--- config.mk ---
export PLATFORM = sky130hd
export DESIGN_NAME = mult_div_unit_flat
export DESIGN_NICKNAME = d
export VERILOG_FILES = /design/src/rtl/mult_div_pkg.sv /design/src/rtl/mult_div_unit_if.sv /design/src/rtl/mult_div_unit.sv /design/src/flat_wrapper.sv
export SDC_FILE = /design/constraint.sdc
export NUM_CORES = 1
export LEC_CHECK = 0
export ABC_CLOCK_PERIOD_IN_PS = 9300
export BUFFER_PORTS_ARGS = -buffer_cell sky130_fd_sc_hd__buf_2
export CORE_MARGIN = 2
export CORE_UTILIZATION = 50
export CTS_BUF_LIST = sky130_fd_sc_hd__clkbuf_4 sky130_fd_sc_hd__clkbuf_8
export DETAILED_ROUTE_END_ITERATION = 8
export MAX_ROUTING_LAYER = met4
export PLACE_DENSITY = 0.77
export SLEW_MARGIN = 15
export SYNTH_ARGS = -nofsm -noshare
export SYNTH_HDL_FRONTEND = slang
export SYNTH_SLANG_ARGS = --single-unit
--- constraint.sdc ---
create_clock -name clk -period 9.3 [get_ports clk]
set_input_delay 1.86 -clock clk [delete_from_list [all_inputs] [get_ports clk]]
set_output_delay 1.86 -clock clk [all_outputs]
set_load 0.03 [all_outputs]
--- src/rtl/mult_div_pkg.sv ---
// Shared types and constants for the iterative multiply/divide unit.
// Latency: n/a (package only).
// Backpressure: n/a (package only).
package mult_div_pkg;

  localparam int WIDTH_DEF = 32;

  typedef enum logic [1:0] {
    IDLE = 2'd0,
    RUN  = 2'd1,
    SIGN = 2'd2,
    DONE = 2'd3
  } state_t;

  localparam logic OP_MULT = 1'b0;
  localparam logic OP_DIV  = 1'b1;

endpackage

--- src/rtl/mult_div_unit_if.sv ---
// Request/result bundle between the control unit (master) and the mult/div unit (slave).
// Latency: n/a (wires only).
// Backpressure: none; master must only pulse start while busy is low.
// Optional MULTDIV_UNSIGNED_EN adds the uns (MULTU/DIVU) request bit.
interface mult_div_unit_if #(
  parameter int WIDTH = 32
);

  logic             start;
  logic             op;
`ifdef MULTDIV_UNSIGNED_EN
  logic             uns;
`endif
  logic [WIDTH-1:0] a;
  logic [WIDTH-1:0] b;
  logic             busy;
  logic             done;
  logic             div0;
  logic [WIDTH-1:0] hi;
  logic [WIDTH-1:0] lo;

  modport master (
`ifdef MULTDIV_UNSIGNED_EN
    output uns,
`endif
    output start, op, a, b,
    input  busy, done, div0, hi, lo
  );

  modport slave (
`ifdef MULTDIV_UNSIGNED_EN
    input  uns,
`endif
    input  start, op, a, b,
    output busy, done, div0, hi, lo
  );

endinterface

--- src/rtl/mult_div_unit.sv ---
// Iterative signed multiply (radix-2 shift-add) / divide (restoring) feeding the Hi/Lo registers.
// Latency: done in the cycle after accept edge + WIDTH+1; divide-by-zero done/div0 the cycle after accept.
// Backpressure: none; start is only sampled in IDLE and is dropped (not queued) while busy.
// Ports: clk, reset (sync, active-low); bus (slave): start/op/a/b in, busy/done/div0/hi/lo out.
// Optional MULTDIV_UNSIGNED_EN: bus.uns selects MULTU/DIVU (no sign handling).
module mult_div_unit
  import mult_div_pkg::*;
#(
  parameter int WIDTH = WIDTH_DEF
) (
  input  logic           clk,
  input  logic           reset,
  mult_div_unit_if.slave bus
);

  localparam int CNT_W = $clog2(WIDTH);

  state_t           state, state_nxt;
  logic [CNT_W-1:0] count;
  logic             op_q;
  logic             neg_q;     // result (product / quotient) must be negated
  logic             a_neg_q;   // remainder takes the sign of the dividend
  logic             div0_q;
  logic [WIDTH-1:0] opnd;      // MULT: |a| added per step; DIV: |b| subtracted per step
  logic [WIDTH-1:0] acc_hi;    // MULT: upper product; DIV: partial remainder
  logic [WIDTH-1:0] acc_lo;    // MULT: multiplier shifting out; DIV: dividend in, quotient out
  logic [WIDTH-1:0] hi_q, lo_q;

  // Operand magnitudes and signs at accept time
  logic             a_neg, b_neg;
  logic [WIDTH-1:0] mag_a, mag_b;
  logic             div_by_zero;

  always_comb begin
`ifdef MULTDIV_UNSIGNED_EN
    a_neg = ~bus.uns & bus.a[WIDTH-1];
    b_neg = ~bus.uns & bus.b[WIDTH-1];
`else
    a_neg = bus.a[WIDTH-1];
    b_neg = bus.b[WIDTH-1];
`endif
    mag_a       = a_neg ? -bus.a : bus.a;
    mag_b       = b_neg ? -bus.b : bus.b;
    div_by_zero = (bus.op == OP_DIV) && (bus.b == '0);
  end

  // One iteration step
  logic [WIDTH:0]   mul_sum;
  logic [WIDTH:0]   div_trial;
  logic [WIDTH-1:0] step_hi, step_lo;

  always_comb begin
    mul_sum   = {1'b0, acc_hi} + (acc_lo[0] ? {1'b0, opnd} : '0);
    // Shifted remainder fits in WIDTH+1 bits because remainder < divisor;
    // bit WIDTH of the difference is therefore a clean "borrow" flag.
    div_trial = {acc_hi, acc_lo[WIDTH-1]} - {1'b0, opnd};
    step_hi   = acc_hi;
    step_lo   = acc_lo;
    if (op_q == OP_MULT) begin
      step_hi = mul_sum[WIDTH:1];
      step_lo = {mul_sum[0], acc_lo[WIDTH-1:1]};
    end else if (!div_trial[WIDTH]) begin
      step_hi = div_trial[WIDTH-1:0];
      step_lo = {acc_lo[WIDTH-2:0], 1'b1};
    end else begin
      step_hi = {acc_hi[WIDTH-2:0], acc_lo[WIDTH-1]};
      step_lo = {acc_lo[WIDTH-2:0], 1'b0};
    end
  end

  // Sign fix applied in SIGN
  logic [2*WIDTH-1:0] prod_fix;
  logic [WIDTH-1:0]   fix_hi, fix_lo;

  always_comb begin
    prod_fix = neg_q ? -{acc_hi, acc_lo} : {acc_hi, acc_lo};
    if (op_q == OP_MULT) begin
      fix_hi = prod_fix[2*WIDTH-1:WIDTH];
      fix_lo = prod_fix[WIDTH-1:0];
    end else begin
      fix_hi = a_neg_q ? -acc_hi : acc_hi;
      fix_lo = neg_q ? -acc_lo : acc_lo;
    end
  end

  // State register
  always_ff @(posedge clk) begin
    if (!reset) state <= IDLE;
    else        state <= state_nxt;
  end

  // Next-state logic
  always_comb begin
    state_nxt = state;
    case (state)
      IDLE:    if (bus.start) state_nxt = div_by_zero ? DONE : RUN;
      RUN:     if (count == CNT_W'(WIDTH-1)) state_nxt = SIGN;
      SIGN:    state_nxt = DONE;
      DONE:    state_nxt = IDLE;
      default: state_nxt = IDLE;
    endcase
  end

  // Output logic
  always_comb begin
    bus.busy = (state != IDLE);
    bus.done = (state == DONE);
    bus.div0 = (state == DONE) && div0_q;
  end

  assign bus.hi = hi_q;
  assign bus.lo = lo_q;

  // Datapath
  always_ff @(posedge clk) begin
    if (!reset) begin
      count   <= '0;
      op_q    <= OP_MULT;
      neg_q   <= 1'b0;
      a_neg_q <= 1'b0;
      div0_q  <= 1'b0;
      opnd    <= '0;
      acc_hi  <= '0;
      acc_lo  <= '0;
      hi_q    <= '0;
      lo_q    <= '0;
    end else begin
      case (state)
        IDLE: begin
          if (bus.start) begin
            count   <= '0;
            op_q    <= bus.op;
            neg_q   <= a_neg ^ b_neg;
            a_neg_q <= a_neg;
            div0_q  <= div_by_zero;
            acc_hi  <= '0;
            opnd    <= (bus.op == OP_MULT) ? mag_a : mag_b;
            acc_lo  <= (bus.op == OP_MULT) ? mag_b : mag_a;
          end
        end
        RUN: begin
          acc_hi <= step_hi;
          acc_lo <= step_lo;
          count  <= count + CNT_W'(1);
        end
        SIGN: begin
          hi_q <= fix_hi;
          lo_q <= fix_lo;
        end
        default: ;
      endcase
    end
  end

endmodule

--- src/flat_wrapper.sv ---
// flat-port wrapper written by rule: the top's interface ports become plain ports
module mult_div_unit_flat import mult_div_pkg::*;
#(
  parameter int WIDTH = WIDTH_DEF
)
  (clk, reset, bus_start, bus_op, bus_a, bus_b, bus_busy, bus_done, bus_div0, bus_hi, bus_lo);
  mult_div_unit_if #(.WIDTH(WIDTH)) bus_i ();
  input  logic clk;
  input  logic reset;
  input wire logic [$bits(bus_i.start)-1:0] bus_start;
  input wire logic [$bits(bus_i.op)-1:0] bus_op;
  input wire logic [$bits(bus_i.a)-1:0] bus_a;
  input wire logic [$bits(bus_i.b)-1:0] bus_b;
  output wire logic [$bits(bus_i.busy)-1:0] bus_busy;
  output wire logic [$bits(bus_i.done)-1:0] bus_done;
  output wire logic [$bits(bus_i.div0)-1:0] bus_div0;
  output wire logic [$bits(bus_i.hi)-1:0] bus_hi;
  output wire logic [$bits(bus_i.lo)-1:0] bus_lo;
  assign bus_i.start = bus_start;
  assign bus_i.op = bus_op;
  assign bus_i.a = bus_a;
  assign bus_i.b = bus_b;
  assign bus_busy = bus_i.busy;
  assign bus_done = bus_i.done;
  assign bus_div0 = bus_i.div0;
  assign bus_hi = bus_i.hi;
  assign bus_lo = bus_i.lo;
  mult_div_unit #(.WIDTH(WIDTH)) u_core (.clk(clk), .reset(reset), .bus(bus_i));
endmodule
# ---- Word level (Yosys, flattened, before mapping)
# Index checks and enable logic that the tools add are counted.
dict set report totals {
  register_bits 171
  input_bits 68
  out_inout_bits 67
}
dict set report classes {
  n_addsub 8
  eq_ne 6
  muxes 24
  bitwise 1
  reduce_logical 9
}
# cell n
set op_table {}
lappend op_table {{$mux 32} 14}
lappend op_table {{$neg 32->32} 4}
lappend op_table {{$pmux 32 s2} 2}
lappend op_table {{$mux 64} 1}
lappend op_table {{$neg 64->64} 1}
lappend op_table {{$add 32x33->33} 1}
lappend op_table {{$sub 33x32->33} 1}
lappend op_table {{$logic_not 32->1} 1}
lappend op_table {{$pmux 5 s2} 1}
lappend op_table {{$pmux 2 s4} 1}
lappend op_table {{$mux 2} 3}
lappend op_table {{$reduce_and 2->1} 3}
lappend op_table {{$add 5x1->5 const B} 1}
lappend op_table {{$eq 5x5->1 const B} 1}
lappend op_table {{$mux 5} 1}
lappend op_table {{$eq 2x2->1 const B} 2}
lappend op_table {{$reduce_bool 2->1} 2}
lappend op_table {{$eq 2x1->1 const B} 1}
lappend op_table {{$logic_and 1x1->1} 2}
lappend op_table {{$logic_not 2->1} 1}
lappend op_table {{$ne 2x1->1 const B} 1}
lappend op_table {{$ne 2x2->1 const B} 1}
lappend op_table {{$mux 1} 1}
lappend op_table {{$xor 1x1->1} 1}

# ---- Depth between registers and ports, before layout
dict set report logic_depth {
  word_depth 5
  mapped_depth 14
  mapped_depth_nobuf 13
}

# ---- Worst setup path before layout
# Ideal clock, no wire load.
dict set report synth_path {
  path_kind {input to register}
  startpoint {input bus_a[10]}
  endpoint {register u_core.acc_lo[28]}
  arrival_ns 4.191
  path_slack_ns 4.977
  path_stages 9
  n_path_buf 0
  cell_sequence {or4_4 -> or3_4 -> or3_4 -> or3b_4 -> o31ai_2 -> xor2_1 -> a21oi_1 -> nor3_1 -> nor3_1}
}
dict set report synth_between {
  elab_chain_len 5
}
# element line_no
set synth_lines {}
lappend synth_lines {{from (decl)} flat_wrapper.sv:12} ;# input wire logic [$bits(bus_i.a)-1:0] bus_a;
lappend synth_lines {{$neg 32->32} mult_div_unit.sv:42} ;# mag_a = a_neg ? -bus.a : bus.a;
lappend synth_lines {{$mux 32} mult_div_unit.sv:42}
lappend synth_lines {{$mux 32} mult_div_unit.sv:138} ;# acc_lo <= (bus.op == OP_MULT) ? mag_b : mag_a;
lappend synth_lines {{$mux 32} mult_div_unit.sv:130} ;# if (bus.start) begin
lappend synth_lines {{$pmux 32 s2} mult_div_unit.sv:128} ;# case (state)
lappend synth_lines {{to (signal assigned)} mult_div_unit.sv:138}
lappend synth_lines {{to (signal assigned)} mult_div_unit.sv:143} ;# acc_lo <= step_lo;
lappend synth_lines {{to (decl)} mult_div_unit.sv:26} ;# logic [WIDTH-1:0] acc_lo;
# Every way passes these cells. The select of a mux whose other input is x is not followed.
# A chain may end at the register's enable or synchronous reset.

==> flow_metrics.env <==
export IMPL_whs_path_depth=2
export IMPL_timing_max_slew_rel_slack_pct=24.8
export IMPL_crit_arrival_ns=5.38
export IMPL_fp_dieH_microns=172
export IMPL_via_count_of_the_first_global_routing_pass=12800
export IMPL_r2r_worst_path_cells=12
export IMPL_clk_insertion_delay_late_ns=0.50
export IMPL_detailedRoute_firstPassIterationCount=7
export IMPL_layoutNonFillerInstCount=2334
export IMPL_worst_slew_pin_slew_ns=1.12
export IMPL_clock_pin_slew_reported_for_the_worst_setup_and_hold_paths_after_clock_tree_synthesis_ns=0.11
export IMPL_max_freq_mhz=201
export IMPL_timing_final_crit_share_pct=53.4
export IMPL_antennaDiodeCount=0
export IMPL_core_sq_um=27800
export IMPL_yosysWarningCount=0
export IMPL_htree_num_levels=4
export IMPL_tritoncts_num_buffers=17
export IMPL_cp_top_family="simple AND/OR/NAND/NOR gates"
export IMPL_async_reset_ff_share_pct=0
export IMPL_final_layout_size_suffix_gt1_share_pct=11.8
export IMPL_worst_hold_slack_ns=0.458
export IMPL_clock_skew_final_ns=0.0230
export IMPL_postCtsSetupRepairBufs=0
export IMPL_utilization_pct=55.2
export IMPL_port_buffers=134
export IMPL_grt_start_max_net_pins=96
export IMPL_row_count=61
export IMPL_worstPathRequired_ns=9.72
export IMPL_route_detailed_drc=0
export IMPL_mostFrequentLayoutCell="nor2_1"
export IMPL_timing_final_hold_violations=0
export IMPL_initial_detailed_routing_violation_count=1306
export IMPL_numPlacedInstances=2302
export IMPL_holdCritPathClass="reg2reg"
export IMPL_run_status="finished, final reports clean"
export IMPL_initial_utilization_pct=50.7
export IMPL_postLayoutSetupSlackWorst_ns=4.33
export IMPL_crit_path_max_incr_delay_ns=0.83
export IMPL_design_portCount=135
export IMPL_global_route_overflow_total=0
export IMPL_final_max_slew_viol_count=0
export IMPL_ctsHoldBuffers=0
export IMPL_track_usage_pct=31.4
export IMPL_cpMostUsedCell="nor2_1"
export IMPL_p_per_area_nw_per_um2=250
export IMPL_synthesis_area_per_instance_sq_um=7.41
export IMPL_grt_pass1_wl_microns=70700
export IMPL_worst_path_buf_inv=2
export IMPL_pre_cts_slack_ns=3.92
export IMPL_report_final_setup_viol=0
export IMPL_ys_dominant_reg_cell="dfxtp_1"
export IMPL_postSynthCellCount=1901
export IMPL_routed_wirelength_microns=46000
export IMPL_final_fill_count=2721
export IMPL_critPathMaxFanout=56
export IMPL_net_count_synth=2045
export IMPL_post_cts_resize_count=0
export IMPL_hpwlAfterDp_microns=35200
export IMPL_cp_end_kind="flip-flop"
export IMPL_max_vdd_ir_drop_v=0.000114
export IMPL_cp_cell_sequence="buf_2, clkinv_2, nor2_1, nand2_1, nor2_1, a22oi_1, o211ai_1"
export IMPL_area_of_all_sequential_standard_cells_sq_um=3420
export IMPL_chipWidth_microns=172
export IMPL_cap_violations=0
export IMPL_cp_slowest_cell="nor2_1"
export IMPL_synth_seq_cells=171
export IMPL_area_used_by_multi_input_combinational_logic_sq_um=9910
export IMPL_cts_root_buffer_cell="clkbuf_8"
export IMPL_yosys_cell_types_count=77
export IMPL_synth_yosys_seq_area_share_pct=24.3
export IMPL_routed_via_count=14500
export IMPL_most_common_layout_cells="nor2_1, dfxtp_1, nand2_1"
export IMPL_cts_path_max_buffers=2
export IMPL_cp_start_kind="input pin"
export IMPL_via_per_inst=6.23
export IMPL_worst_path_stages=7
export IMPL_crit_type="in2reg"
export IMPL_full_die_area_sq_um=29500
export IMPL_cts_tree="done"
export IMPL_grt_setup_unrepaired="false"
export IMPL_finalWeightedCongestion=1.00
export IMPL_p_leak_nw=6.28
export IMPL_antenna_found_initial=0
export IMPL_wl_per_cell_microns=19.7
export IMPL_synth_edff_count=0
export IMPL_setup_tns_final_ns=0
export IMPL_syn_to_final_growth_pct=8.82
export IMPL_synth_cell_area_sq_um=14100
export IMPL_finish_net_count=2087
export IMPL_post_route_min_period_ns=4.97
export IMPL_cts_sink_count=171
export IMPL_detail_route_antenna_nets=0
## final cells by class
type / instances / share of cell area (%)
clock inverters: 15 / 1.27
well taps: 378 / 3.09
flip-flops and latches: 171 / 22.3
clock buffers: 17 / 1.53
repair buffers: 152 / 5.26
inverters: 75 / 1.84
multi-input cells: 1526 / 64.7
## Yosys cell counts, types with 3 or more instances
cell	instances	area [sq um]
a211oi_1	102	766
a21o_1	30	225
a21oi_1	148	741
a221o_1	3	30.0
a221oi_1	9	78.8
a22o_1	4	35.0
a22oi_1	20	150
a311oi_1	9	78.8
a31oi_1	19	119
and2_1	12	75.1
and3_1	12	75.1
buf_1	9	33.8
buf_2	4	20.0
clkbuf_1	114	428
dfxtp_1	171	3420
ha_1	74	926
inv_1	73	274
mux2_2	19	214
mux2i_1	57	571
nand2_1	167	627
nand2b_1	10	62.6
nand3_1	39	195
nand3b_1	3	22.5
nand4_1	14	87.6
nor2_1	230	863
nor2b_1	14	87.6
nor3_1	49	245
nor4_1	17	106
nor4_2	3	37.5
o211ai_1	30	225
o21a_1	6	45.0
o21ai_0	122	611
o21bai_1	6	45.0
o221ai_1	7	61.3
o31ai_1	28	210
o41ai_1	14	123
or2_2	8	50.1
or3_1	17	106
or4_1	11	82.6
xnor2_1	78	683
xor2_1	89	780
## layer usage
metal / wire length [microns] / vias to the layer above / global-route usage (%)
met5: 0 / - / -
met4: 1180 / 0 / 9.57
met3: 3970 / 65 / 4.28
met2: 19800 / 638 / 45.5
met1: 21100 / 6838 / 45.1
li1: - / 6989 / -
## worst register-to-register path, stage by stage, from the launching register on
cell and delay [ns]:
dfxtp_1 0.48, inv_1 0.17, ha_1 0.26, fa_1 0.41
nand2b_1 0.19, a21oi_1 0.30, o211ai_1 0.15, nand3_1 0.30
a31oi_1 0.33, xnor2_4 0.68, buf_4 0.47, mux2i_1 0.36
o221ai_1 0.15
## metrics by stage
step	total power [W]	instance area, sq um
4_1_cts	0.00379	15300
3_3_place_gp	0.00319	14900
6_report	0.00383	15300
2_1_floorplan	0.00262	14100
5_1_grt	0.00407	15300
3_5_place_dp	0.00322	14900
## registers in the layout, summed over array words and instances (netlist names)
register	count
u_core.neg_q	1
u_core.count	5
u_core.bus.lo	32
u_core.a_neg_q	1
u_core.state	2
u_core.acc_lo	32
u_core.opnd	32
u_core.acc_hi	32
u_core.op_q	1
u_core.div0_q	1
u_core.bus.hi	32
## report_power, final
group | switching [W] | internal (W)
sequential | 0.000216 | 0.000930
combinational | 0.00138 | 0.000727
clock | 0.000344 | 0.000232
## logic make-up after synthesis
| group | after synthesis | synth area share [%] |
|---|---|---|
| DFF | 171 | 24.3 |
| xor gates and xnor gates | 168 | 10.5 |
| buffers and inverters | 204 | 5.55 |
| muxes | 76 | 5.57 |
| and+or+nand+nor | 621 | 20.3 |
| adders and majority gates | 76 | 6.86 |
| AOI/OAI and AO/OA | 585 | 26.9 |
## worst paths after layout
check                                   end                           start  slack [ns]
max          u_core.acc_hi[27]$_SDFFE_PN0P_                           reset        4.33
min             u_core.opnd[4]$_SDFFE_PN0P_     u_core.opnd[4]$_SDFFE_PN0P_        0.46
max reg2reg  u_core.acc_hi[16]$_SDFFE_PN0P_  u_core.acc_lo[31]$_SDFFE_PN0P_        4.92
min reg2reg     u_core.opnd[4]$_SDFFE_PN0P_     u_core.opnd[4]$_SDFFE_PN0P_        0.46
(Power assumes the default switching activity.)
